===== config.mk =====
export PLATFORM = sky130hd
export DESIGN_NAME = magma_uint_seq_udiv
export DESIGN_NICKNAME = d
export VERILOG_FILES = /design/src/rtl/magma_uint_seq_udiv.sv
export SDC_FILE = /design/constraint.sdc
export NUM_CORES = 1
export LEC_CHECK = 0
export ABC_CLOCK_PERIOD_IN_PS = 5000
export BUFFER_PORTS_ARGS = -buffer_cell sky130_fd_sc_hd__buf_2
export CAP_MARGIN = 20
export CORE_ASPECT_RATIO = 1.25
export CORE_MARGIN = 5
export CORE_UTILIZATION = 35
export CTS_CLUSTER_SIZE = 20
export DETAILED_ROUTE_END_ITERATION = 16
export PLACE_DENSITY = 0.57
export SLEW_MARGIN = 20
export SYNTH_ARGS = -nofsm -noshare
export SYNTH_HDL_FRONTEND = slang
export SYNTH_SLANG_ARGS = --single-unit

===== constraint.sdc =====
create_clock -name CLK -period 5 [get_ports CLK]
set_input_delay 0.5 -clock CLK [delete_from_list [all_inputs] [get_ports CLK]]
set_output_delay 0.5 -clock CLK [all_outputs]
set_load 0.01 [all_outputs]

===== src/rtl/magma_uint_seq_udiv.sv =====
// Multi-cycle unsigned divider (restoring, one quotient bit per cycle) with
// valid/ready handshakes on operand and result sides.
module magma_uint_seq_udiv #(
  parameter int WIDTH = 8
) (
  input  logic             CLK,
  input  logic             RESET,
  input  logic             in_valid,
  output logic             in_ready,
  input  logic [WIDTH-1:0] I0,
  input  logic [WIDTH-1:0] I1,
  output logic             out_valid,
  input  logic             out_ready,
  output logic [WIDTH-1:0] Q,
  output logic [WIDTH-1:0] R,
  output logic             div_zero
);

  localparam int CW = (WIDTH > 1) ? $clog2(WIDTH) : 1;

  typedef enum logic [1:0] {IDLE, BUSY, DONE} state_t;

  state_t           state;
  state_t           state_next;
  logic [WIDTH-1:0] quo;
  logic [WIDTH-1:0] rem;
  logic [WIDTH-1:0] divisor;
  logic [CW-1:0]    cnt;
  logic [WIDTH:0]   trial;
  logic [WIDTH:0]   diff;
  logic             take;
  logic [WIDTH-1:0] quo_step;
  logic [WIDTH-1:0] rem_step;
  logic             accept;
  logic             last_step;

  assign accept    = in_valid && in_ready;
  assign last_step = (state == BUSY) && (cnt == '0);

  // One restoring step on a WIDTH+1 bit partial remainder.
  always_comb begin
    trial    = {rem, quo[WIDTH-1]};
    diff     = trial - {1'b0, divisor};
    take     = (trial >= {1'b0, divisor});
    rem_step = take ? diff[WIDTH-1:0] : trial[WIDTH-1:0];
    quo_step = (quo << 1) | WIDTH'(take);
  end

  always_ff @(posedge CLK) begin
    if (RESET) state <= IDLE;
    else       state <= state_next;
  end

  always_comb begin
    state_next = state;
    case (state)
      IDLE:    if (accept) state_next = BUSY;
      BUSY:    if (last_step) state_next = DONE;
      DONE:    if (out_valid && out_ready) state_next = IDLE;
      default: state_next = IDLE;
    endcase
  end

  always_comb begin
    in_ready  = (state == IDLE);
    out_valid = (state == DONE);
  end

  // Results are copied out on the final step so Q/R hold across the next operation.
  always_ff @(posedge CLK) begin
    if (RESET) begin
      quo      <= '0;
      rem      <= '0;
      divisor  <= '0;
      cnt      <= '0;
      Q        <= '0;
      R        <= '0;
      div_zero <= 1'b0;
    end else if (accept) begin
      divisor  <= I1;
      quo      <= I0;
      rem      <= '0;
      div_zero <= (I1 == '0);
      cnt      <= CW'(WIDTH - 1);
    end else if (state == BUSY) begin
      quo <= quo_step;
      rem <= rem_step;
      if (cnt != '0) begin
        cnt <= cnt - 1'b1;
      end else begin
        Q <= quo_step;
        R <= rem_step;
      end
    end
  end

endmodule

== Word-level counts from Yosys, hierarchy flattened ==
Index checks and enable logic that the tools add are counted.

* Output and inout port bits: 19
* Word-level logic and storage cells: 42
* Flip-flop bits (word level): 46

* Order comparisons: 1
* Eq/ne operators: 5
* Multiplexer cells: 10
* $add $sub $neg: 2
* Bitwise gates (word level): 3
* Reduce and logical (&&, ||, !) cells: 13

{| class="wikitable"
|+ Operators by type and width
! cell !! count
|-
| two-way mux 8 bit || 3
|-
| >= comparator 9 x 8 -> 1 bit || 1
|-
| two-way mux 3 bit || 3
|-
| logical NOT 8 bit || 1
|-
| OR 8 x 1 -> 8 bit || 1
|-
| subtractor 8 bit || 1
|-
| two-way mux 2 bit || 3
|-
| case mux 2 bit (3 select lines) || 1
|-
| AND reduction 3 bit || 2
|-
| != test 2 x 1 -> 1 bit, second input constant || 2
|-
| nonzero test 2 bit || 2
|-
| logical AND 1 bit || 3
|-
| logical NOT 3 bit || 1
|-
| nonzero test 3 bit || 1
|-
| subtractor 3 x 1 -> 3 bit, second input constant || 1
|-
| == test 2 x 1 -> 1 bit, second input constant || 1
|-
| == test 2 bit, second input constant || 1
|-
| logical NOT 2 bit || 1
|-
| != test 2 bit, second input constant || 1
|-
| NOT 1 bit || 2
|-
| AND reduction 2 bit || 1
|-
| OR reduction 2 bit || 1
|}

== Longest topological paths before layout ==
Gate-level depths: netlist of the first run.

* Depth in word-level cells: 4
* Gate-level depth with buffers: 9
* Depth with buffers taken out: 9

== Worst setup path before layout of the first run ==
OpenSTA, ideal clock, no wires.

* Path type: reg2reg
* Start: register divisor[6]
* End: register rem[5]
* Arrival time: 1.940 ns
* Required time: 4.866 ns
* Buffers on the path: 1
* Stages on the path, launching flop included: 10
* Path slack: 2.926 ns
* Path through: dfxtp_1 > inv_1 > ha_1 > a21o_1 > and2_4 > or3_1 > buf_6 > nor2_8 > mux2i_1 > a211oi_2

* Longest elaborated chain between the ends: 2

{| class="wikitable"
|+ Ends and longest elaborated chain
! what !! RTL line !! text
|-
| start: declaration || 27 || <nowiki>logic [WIDTH-1:0] divisor;</nowiki>
|-
| start signal: assignment || 74 || <nowiki>divisor <= '0;</nowiki>
|-
| start signal: assignment || 80 || <nowiki>divisor <= I1;</nowiki>
|-
| >= comparator 9 x 8 -> 1 bit || 44 || <nowiki>take = (trial >= {1'b0, divisor});</nowiki>
|-
| two-way mux 8 bit || 45 || <nowiki>rem_step = take ? diff[WIDTH-1:0] : trial[WIDTH-1:0];</nowiki>
|-
| end signal: assignment || 87 || <nowiki>rem <= rem_step;</nowiki>
|-
| end: declaration || 26 || <nowiki>logic [WIDTH-1:0] rem;</nowiki>
|}

Every way passes these cells.
A chain may end at the register's enable or synchronous reset.

== Final worst setup path of the first run ==
* Start: register divisor[6]
* End: register R[5]

* Longest elaborated chain between the ends: 2

{| class="wikitable"
|+ Ends and longest elaborated chain
! what !! RTL line !! text
|-
| >= comparator 9 x 8 -> 1 bit || 44 ||
|-
| two-way mux 8 bit || 45 ||
|-
| end signal: assignment || 92 || <nowiki>R <= rem_step;</nowiki>
|-
| end: declaration || 15 || <nowiki>output logic [WIDTH-1:0] R,</nowiki>
|}

Every way passes these cells.

==> results of run 1 <==
==> worst max-delay path, stage by stage (launching register included) <==
cell and delay (ps):
dfxtp_1 340, inv_1 40, ha_1 320, a21o_1 200, and2_4 160, or3_1 470, nor2_8 200, mux2i_1 320
a211oi_2 110
==> worst min-delay path by stage <==
stage | start | endpoint | slack, ps
floorplan | divisor[2] | divisor[2] | 440
global placement | div_zero | div_zero | 440
detailed placement | Q[4] | Q[4] | 450
CTS | I1[4] | divisor[4] | 440
global route | I1[4] | divisor[4] | 440
finish | I1[4] | divisor[4] | 440
==> cells in the final DEF, fill, tap and decap left out, drive strengths merged, types with 2 or more instances in the layout <==
cell type / Yosys / routed
a21oi: 43 / 43
xor2: 4 / 4
dfxtp: 46 / 46
clkinv: 0 / 2
nand2: 50 / 50
o311ai: 4 / 4
mux2i: 3 / 3
clkbuf: 11 / 6
o221a: 2 / 2
and2: 4 / 4
o21ai: 10 / 10
xnor2: 2 / 2
nand3: 2 / 2
nor2: 17 / 17
nand2b: 5 / 5
nor3: 2 / 2
a211oi: 11 / 11
o21a: 3 / 3
a22oi: 8 / 8
nor2b: 5 / 5
inv: 11 / 11
ha: 10 / 10
buf: 3 / 39
nor4: 2 / 2
==> metrics by stage <==
step	instance area, um2	util	setup slack (ps)	instances	hold WS, ps
after floorplan	2220	-	2930	267	436
after global placement	2460	0.400	2760	377	442
after detailed placement	2460	0.400	2720	377	445
after CTS	2550	0.414	2690	385	435
after global routing	2550	0.414	2550	385	440
final	2550	0.414	2700	385	439
==> metal layers <==
layer | global-route usage | vias to the layer above
met4 | 0.0520 | 0
met2 | 0.233 | 30
li1 | - | 996
met3 | 0.0247 | 8
met1 | 0.156 | 870
met5 | 0 | -
==> cell type report <==
type	instances	area [um2]	area share
Clock buffer	6	72.6	0.0284
Clock inverter	2	13.8	0.00539
Inverter	11	41.3	0.0162
Multi-Input combinational cell	196	1200	0.470
Sequential cell	46	921	0.361
Tap cell	85	106	0.0417
Timing Repair Buffer	39	198	0.0775
==> cell families after synthesis <==
group                    after synthesis  share of synthesized area
multiplexers                           3                     0.0135
adder cells (fa/ha/maj)               11                     0.0653
flip-flops                            46                      0.414
AND/OR/NAND/NOR                       90                      0.187
buffers and inverters                 25                     0.0462
AO/OA/AOI/OAI                         86                      0.250
XOR/XNOR                               6                     0.0236
==> power by group <==
group / internal (W) / leakage [nW] / switching (W)
registers: 0.000396 / 0.376 / 0.0000203
logic: 0.000121 / 0.584 / 0.000175
clock network: 0.0000989 / 0.0452 / 0.000132
==> flip-flops by register name, summed over array words and instances (netlist names) <==
signal	cells
Q	8
div_zero	1
rem	8
R	8
divisor	8
state	2
cnt	3
quo	8
==> results_dict.tcl, run 1 <==
set metrics [dict create \
    cts_setup_buffers 0 \
    drt_iter0_drc 66 \
    route.met3.wl_um 130 \
    hold_violations 0 \
    rsz0062_at_grt "no" \
    crit_type "flip-flop to flip-flop" \
    endpoint "R[5]" \
    fin_worst_skew_ps 6.95 \
    outcome "finished clean" \
    yosys_warnings 0 \
    synth_cell_types 38 \
    ir_drop_mv 0.163 \
    grt_pass1_wl_mm 8.30 \
    clockBufferDepth 2 \
    post-synth-top-count-cell "nand2_1" \
    nets 330 \
    grt_start_max_net_pins 41 \
    cp_max_fo 8 \
    dr_wl_met2_mm 2.61 \
    place_hpwl_mm 3.73 \
    critPathLaunch "divisor[6]" \
    dr.pass1.iters 5 \
    cts_tree "built" \
    n_fill_cell 674 \
    p_total_w 0.000942 \
    pin_count 39 \
    routed_wl_mm 5.09 \
    cp-end-kind "flip-flop" \
    min_path_cells 3 \
    clkTransAtPathRegs_ps 90 \
    antenna_found_initial 0 \
    dieArea_um2 8050 \
    io_buffer_count 38 \
    yosysTopAreaCell "dfxtp_1" \
    ant_nets 0 \
    synthesis.nets 298 \
    yosys-top-cells-count "50 x nand2_1, 46 x dfxtp_1, 43 x a21oi_1" \
    vias 1904 \
    viasPerCell 4.95 \
    slew_headroom 0.449 \
    grt-ovfl-total 0 \
    area_growth_pct 14.8 \
    period_share 0.460 \
    ys.flop_type "dfxtp_1" \
    final_layout_size_suffix_gt1_frac 0.177 \
    std_cell_rows 32 \
    yosysSeqAreaShare 0.414 \
    h-tree-depth 2 \
    ys_ff_latch 46 \
    max_slew.worst_pin.slew_ps 826 \
    fmax_mhz 435 \
    synth-edff-count 0 \
    grt.total_usage 0.133 \
    top_layer "met4" \
    cts.hold.buffers_added 0 \
    start_util 0.360 \
    powerDensity_nw_per_um2 369 \
    core_area_um2 6170 \
    route.detailed.drc 0 \
    r2r-start "divisor[6]" \
    gp_congestion 0.796 \
    reg2reg_depth 8 \
    post_cts_resized 0 \
    p_leak_nw 1.00 \
    r2r-end "R[5]" \
    synth_top_area_share 0.414 \
    drv_cap 0 \
    crit_required_ps 5160 \
    cts_root_buf "clkbuf_8" \
    synth_area_leaders "dfxtp_1 41%, a21oi_1 9.7%, nand2_1 8.4%, ha_1 5.6%, a211oi_1 2.7%" \
    start_kind "flip-flop" \
    die_x_um 81.3 \
    numCtsBuffers 5 \
    fin_tns_setup_ps 0 \
    worstSkewPairLatency_ps 300 \
    met1Wirelength_mm 2.25 \
    grt_pass1_vias 1807 \
    arrival_ps 2460 \
    async_reset_ff_frac 0 \
    antennaDiodeCount 0 \
    clock-sinks 46 \
    post_drt_wl_per_cell_um 13.2 \
    die_h_um 99.1 \
    avgSynthCellArea_um2 8.32 \
    rrSetupSlack_ps 2700 \
    syn_inst 267 \
    slew_violations 0 \
    hp-class "primary input to flip-flop" \
    fin_crit_ps 2300 \
    syn_area_um2 2220 \
    setup_viol 0 \
]
(Power assumes the default switching activity.)
==> run 2: changes to the inputs <==
Settings changed: ABC_CLOCK_PERIOD_IN_PS 5000 to 2100, PLACE_DENSITY 0.57 to 0.59.
Clock period 5 ns to 2.1 ns, I/O delays scaled along.
==> results_dict.tcl, run 2 (synthesized netlist as in run 1, its figures left out) <==
set metrics [dict create \
    outcome "finished clean" \
    worstSkewPairLatency_ps 300 \
    drt_iter0_drc 50 \
    p_clk_frac 0.260 \
    crit_type "flip-flop to flip-flop" \
    grt_start_max_net_pins 25 \
    dieArea_um2 8050 \
    setup_viol 0 \
    antenna_found_initial 0 \
    ant_nets 0 \
    fin_worst_skew_ps 7.02 \
    power_frac_comb 0.352 \
    hp-class "primary input to flip-flop" \
    p_seq_frac 0.388 \
    min_to "divisor[2]" \
    grt.total_usage 0.144 \
    timing.hold.ws_ps 151 \
    grt-ovfl-total 0 \
    rsz0062_at_grt "yes" \
    crit_chain "inv_2 -> ha_4 -> fa_2 -> nor2b_2 -> o31a_1 -> o21a_1 -> o21a_1 -> o32a_1 -> a211oi_2" \
    final_common_cell "nand2_1" \
    cp-end-kind "flip-flop" \
    critPathBufInv 1 \
    slew_headroom 0.661 \
    fmax_mhz 492 \
    nets 356 \
    final_cell_mix "50 x nand2_1, 41 x a21oi_1, 39 x dfxtp_1" \
    die_h_um 99.1 \
    ir_drop_mv 0.381 \
    io_buffer_count 38 \
    cts_tree "built" \
    cp_common_cell "o21a_1" \
    fin_crit_ps 2030 \
    antennaDiodeCount 0 \
    clock-sinks 46 \
    crit_required_ps 2330 \
    cp_slowest_cell "o32a_1" \
    postPlaceCellArea_um2 2620 \
    start_kind "flip-flop" \
    die_x_um 81.3 \
    gp_congestion 0.801 \
    p_leak_nw 1.15 \
    pin_count 39 \
    clkTransAtPathRegs_ps 90 \
    numCtsBuffers 5 \
    cts_root_buf "clkbuf_8" \
    place_hpwl_mm 4.05 \
    drv_cap 0 \
    grt_pass1_wl_mm 9.18 \
    reg2reg_depth 9 \
    std_cell_rows 32 \
    arrival_ps 2260 \
    grt_pass1_vias 2006 \
    hold_violations 0 \
    h-tree-depth 2 \
    path_delay_family "compound AO/OA/AOI/OAI gates" \
    regArea_um2 930 \
    multi_input_area_um2 1300 \
    design_area_um2 2890 \
    route.detailed.drc 0 \
    internal_power_w 0.00173 \
    clockBufferDepth 2 \
    slew_violations 0 \
    finish.utilization 0.468 \
    core_area_um2 6170 \
    start_util 0.360 \
    hold_start "I1[2]" \
    r2r-end "R[6]" \
    period_share 0.969 \
    cp_max_fo 2 \
    fin_tns_setup_ps 0 \
    max_slew.worst_pin.slew_ps 507 \
    n_fill_cell 655 \
    sw_frac_of_total 0.327 \
    dr.pass1.iters 5 \
    final_layout_size_suffix_gt1_frac 0.319 \
    area_growth_pct 29.8 \
    rrSetupSlack_ps 70 \
    r2r-start "quo[7]" \
    powerDensity_nw_per_um2 890 \
    viasPerCell 4.86 \
    post_drt_wl_per_cell_um 13.5 \
    routed_wl_mm 5.56 \
    vias 1999 \
    switchingPower_w 0.000840 \
    min_path_cells 3 \
    slowest_delay_ps 370 \
]
[run 2: cell types whose count changed in the layout (fill, tap and decap cells not counted), sizes merged]
cell / change
buf: +26
clkinv: -2
bufinv: +1
clkinvlp: +1
[run 2: what timing repair did]
item / in CTS / in global routing
buffers inserted: 1 / 4
hold buffers: 0 / 0
pin swaps: 1 / 4
resized for setup: 5 / 24
endpoints found under the setup margin: 12 / 15
[run 2: worst max path at each step]
stage	startpoint	endpoint	slack [ps]	cells past startpoint
5_1_grt	rem[4]	R[5]	-20	7
3_3_place_gp	divisor[6]	rem[5]	-30	8
2_1_floorplan	divisor[6]	rem[5]	30	9
4_1_cts	divisor[6]	R[6]	0.4	9
6_report	quo[7]	R[6]	70	9
3_5_place_dp	divisor[6]	rem[5]	-90	8
[run 2: worst register-to-register path, stage by stage, from the launching register on]
cell and delay [ps]:
dfxtp_2 340, inv_2 70, ha_4 140, fa_2 220, nor2b_2 50, o31a_1 250, o21a_1 200, o21a_1 170
o32a_1 370, a211oi_2 180
[run 2: layer usage]
layer	vias up	global-route usage	part of all wire
li1	1050	-	-
met2	32	0.242	0.50
met3	6	0.0256	0.029
met5	-	0	0
met1	911	0.179	0.45
met4	0	0.0611	0.022
[run 2: power by group through the flow]
stage	combinational (W)	sequential, W	clock [W]
after global routing	0.00100	0.00101	0.000718
after CTS	0.000837	0.000990	0.000689
final	0.000905	0.000995	0.000667
after detailed placement	0.000804	0.00101	0
after global placement	0.000792	0.00101	0
after floorplan	0.000554	0.00101	0
[run 2: stage by stage]
stage / cells / power (W) / setup WS (ps)
after detailed placement: 398 / 0.00181 / -86.2
after global placement: 398 / 0.00180 / -27.3
final: 411 / 0.00257 / 65.8
after global routing: 411 / 0.00272 / -16.3
after CTS: 407 / 0.00252 / 0.391
after floorplan: 267 / 0.00156 / 25.7
[run 2: area by class of cell]
class,count,area share
clock buffers,6,0.0252
clock inverters,2,0.0130
inverters,11,0.0143
multi-input cells,196,0.451
flip-flops and latches,46,0.322
well taps,85,0.0369
repair buffers,65,0.137
==> run 3: changes to the inputs <==
Settings changed: ABC_CLOCK_PERIOD_IN_PS 2100 to 2200, CELL_PAD_IN_SITES_DETAIL_PLACEMENT set to 1, CELL_PAD_IN_SITES_GLOBAL_PLACEMENT set to 2, CORE_UTILIZATION 35 to 32, PLACE_DENSITY 0.59 to 0.8.
Clock period 2.1 ns to 2.2 ns, I/O delays scaled along.
==> results_dict.tcl, run 3 (synthesized netlist as in run 1, its figures left out) <==
set metrics [dict create \
    cp_max_fo 7 \
    min_path_cells 3 \
    slowest_delay_ps 370 \
    gp_congestion 0.787 \
    die_h_um 103 \
    viasPerCell 4.96 \
    cp-end-kind "flip-flop" \
    crit_chain "inv_1 -> ha_1 -> buf_4 -> and2_4 -> and3b_1 -> o221a_4 -> nor2_8 -> o32a_1 -> a211oi_2" \
    start_kind "flip-flop" \
    final_cell_mix "50 x nand2_1, 45 x dfxtp_1, 41 x a21oi_1" \
    start_util 0.324 \
    cp_slowest_cell "o32a_1" \
    grt_pass1_wl_mm 9.77 \
    postPlaceCellArea_um2 2570 \
    setup_viol 0 \
    drv_cap 0 \
    slew_violations 0 \
    core_area_um2 6850 \
    max_slew.worst_pin.slew_ps 584 \
    nets 345 \
    clockBufferDepth 2 \
    outcome "finished clean" \
    final_common_cell "nand2_1" \
    routed_wl_mm 5.92 \
    fmax_mhz 466 \
    p_leak_nw 1.09 \
    grt-ovfl-total 0 \
    hold_start "I1[0]" \
    pin_count 39 \
    clock-sinks 46 \
    reg2reg_depth 9 \
    grt.total_usage 0.140 \
    rrSetupSlack_ps 50 \
    worstSkewPairLatency_ps 310 \
    pre_cts_ws_ps -105 \
    dieArea_um2 8720 \
    place_hpwl_mm 4.44 \
    hp-class "primary input to flip-flop" \
    clkTransAtPathRegs_ps 90 \
    arrival_ps 2370 \
    fin_worst_skew_ps 5.66 \
    route.detailed.drc 0 \
    die_x_um 84.5 \
    rsz0062_at_grt "yes" \
    antennaDiodeCount 0 \
    r2r-start "divisor[6]" \
    crit_type "flip-flop to flip-flop" \
    numCtsBuffers 5 \
    powerDensity_nw_per_um2 833 \
    ant_nets 0 \
    h-tree-depth 2 \
    cts.hold.buffers_added 0 \
    grt_pass1_vias 2150 \
    hold_violations 0 \
    antenna_found_initial 0 \
    finish.utilization 0.398 \
    min_to "divisor[0]" \
    grt_start_max_net_pins 30 \
    cts_root_buf "clkbuf_8" \
    io_buffer_count 38 \
    ir_drop_mv 0.478 \
    slew_headroom 0.611 \
    std_cell_rows 34 \
    post_drt_wl_per_cell_um 14.6 \
    final_layout_size_suffix_gt1_frac 0.251 \
    crit_required_ps 2430 \
    fin_ws_ps 53.7 \
    design_area_um2 2730 \
    fin_crit_ps 2150 \
    dr.pass1.iters 4 \
    area_growth_pct 22.7 \
    r2r-end "R[6]" \
    drt_iter0_drc 57 \
    cts_tree "built" \
    period_share 0.976 \
    vias 2009 \
]
-- run 3: cell types whose count changed in the layout (fill, tap and decap cells not counted), sizes merged --
| cell | delta |
|---|---|
| buf | -11 |
| bufinv | -1 |
| clkinv | +2 |
| clkinvlp | -1 |
-- run 3: layer usage --
layer | part of all wire | vias to the layer above | GRT usage
li1 | - | 1024 | -
met1 | 0.43 | 954 | 0.154
met2 | 0.54 | 25 | 0.267
met3 | 0.025 | 6 | 0.0254
met4 | 0.012 | 0 | 0.0524
met5 | 0 | - | 0
-- run 3: worst max-delay path by stage --
stage / cells past startpoint / end / slack (ps) / startpoint
after floorplan: 9 / rem[5] / 130 / divisor[6]
after global placement: 8 / R[0] / -50 / divisor[6]
after detailed placement: 8 / R[0] / -100 / divisor[6]
after CTS: 9 / R[6] / 10 / divisor[6]
after global routing: 9 / R[6] / -80 / divisor[6]
final: 9 / R[6] / 50 / divisor[6]
-- run 3: area by class of cell --
type                            count  area (um2)
Clock buffer                        6        72.6
Clock inverter                      2        13.8
Fill cell                         843        4120
Inverter                           11        41.3
Multi-Input combinational cell    196        1240
Sequential cell                    46         922
Tap cell                           90         113
Timing Repair Buffer               54         323
-- run 3: what timing repair did --
action,in CTS,in global routing
setup buffers,0,3
resized for setup,2,13
endpoints found under the setup margin,2,12
pin swaps,0,4
endpoints found under the hold margin,0,0
-- run 3: power by group --
| group | internal, W | leakage, nW | total, W | switching [W] |
|---|---|---|---|---|
| combinational | 0.000355 | 0.667 | 0.000798 | 0.000443 |
| clock | 0.000225 | 0.0452 | 0.000528 | 0.000303 |
| sequential | 0.000900 | 0.376 | 0.000946 | 0.0000464 |
-- run 3: through the flow --
step	TNS (ps)	hold WS, ps	total power [W]	cells
global placement	-47.6	440	0.00169	394
CTS	0	144	0.00225	402
detailed placement	-105	446	0.00170	394
finish	0	160	0.00227	405
floorplan	0	356	0.00149	267
global route	-82.9	159	0.00243	405
-- run 3: critical path, delay by kind of cell (launching register included) --
family	cells	cell delay, ps
AO/OA/AOI/OAI	3	870
AND/OR/NAND/NOR	3	410
flip-flops	1	340
adder cells (fa/ha/maj)	1	290
buffers and inverters	2	170
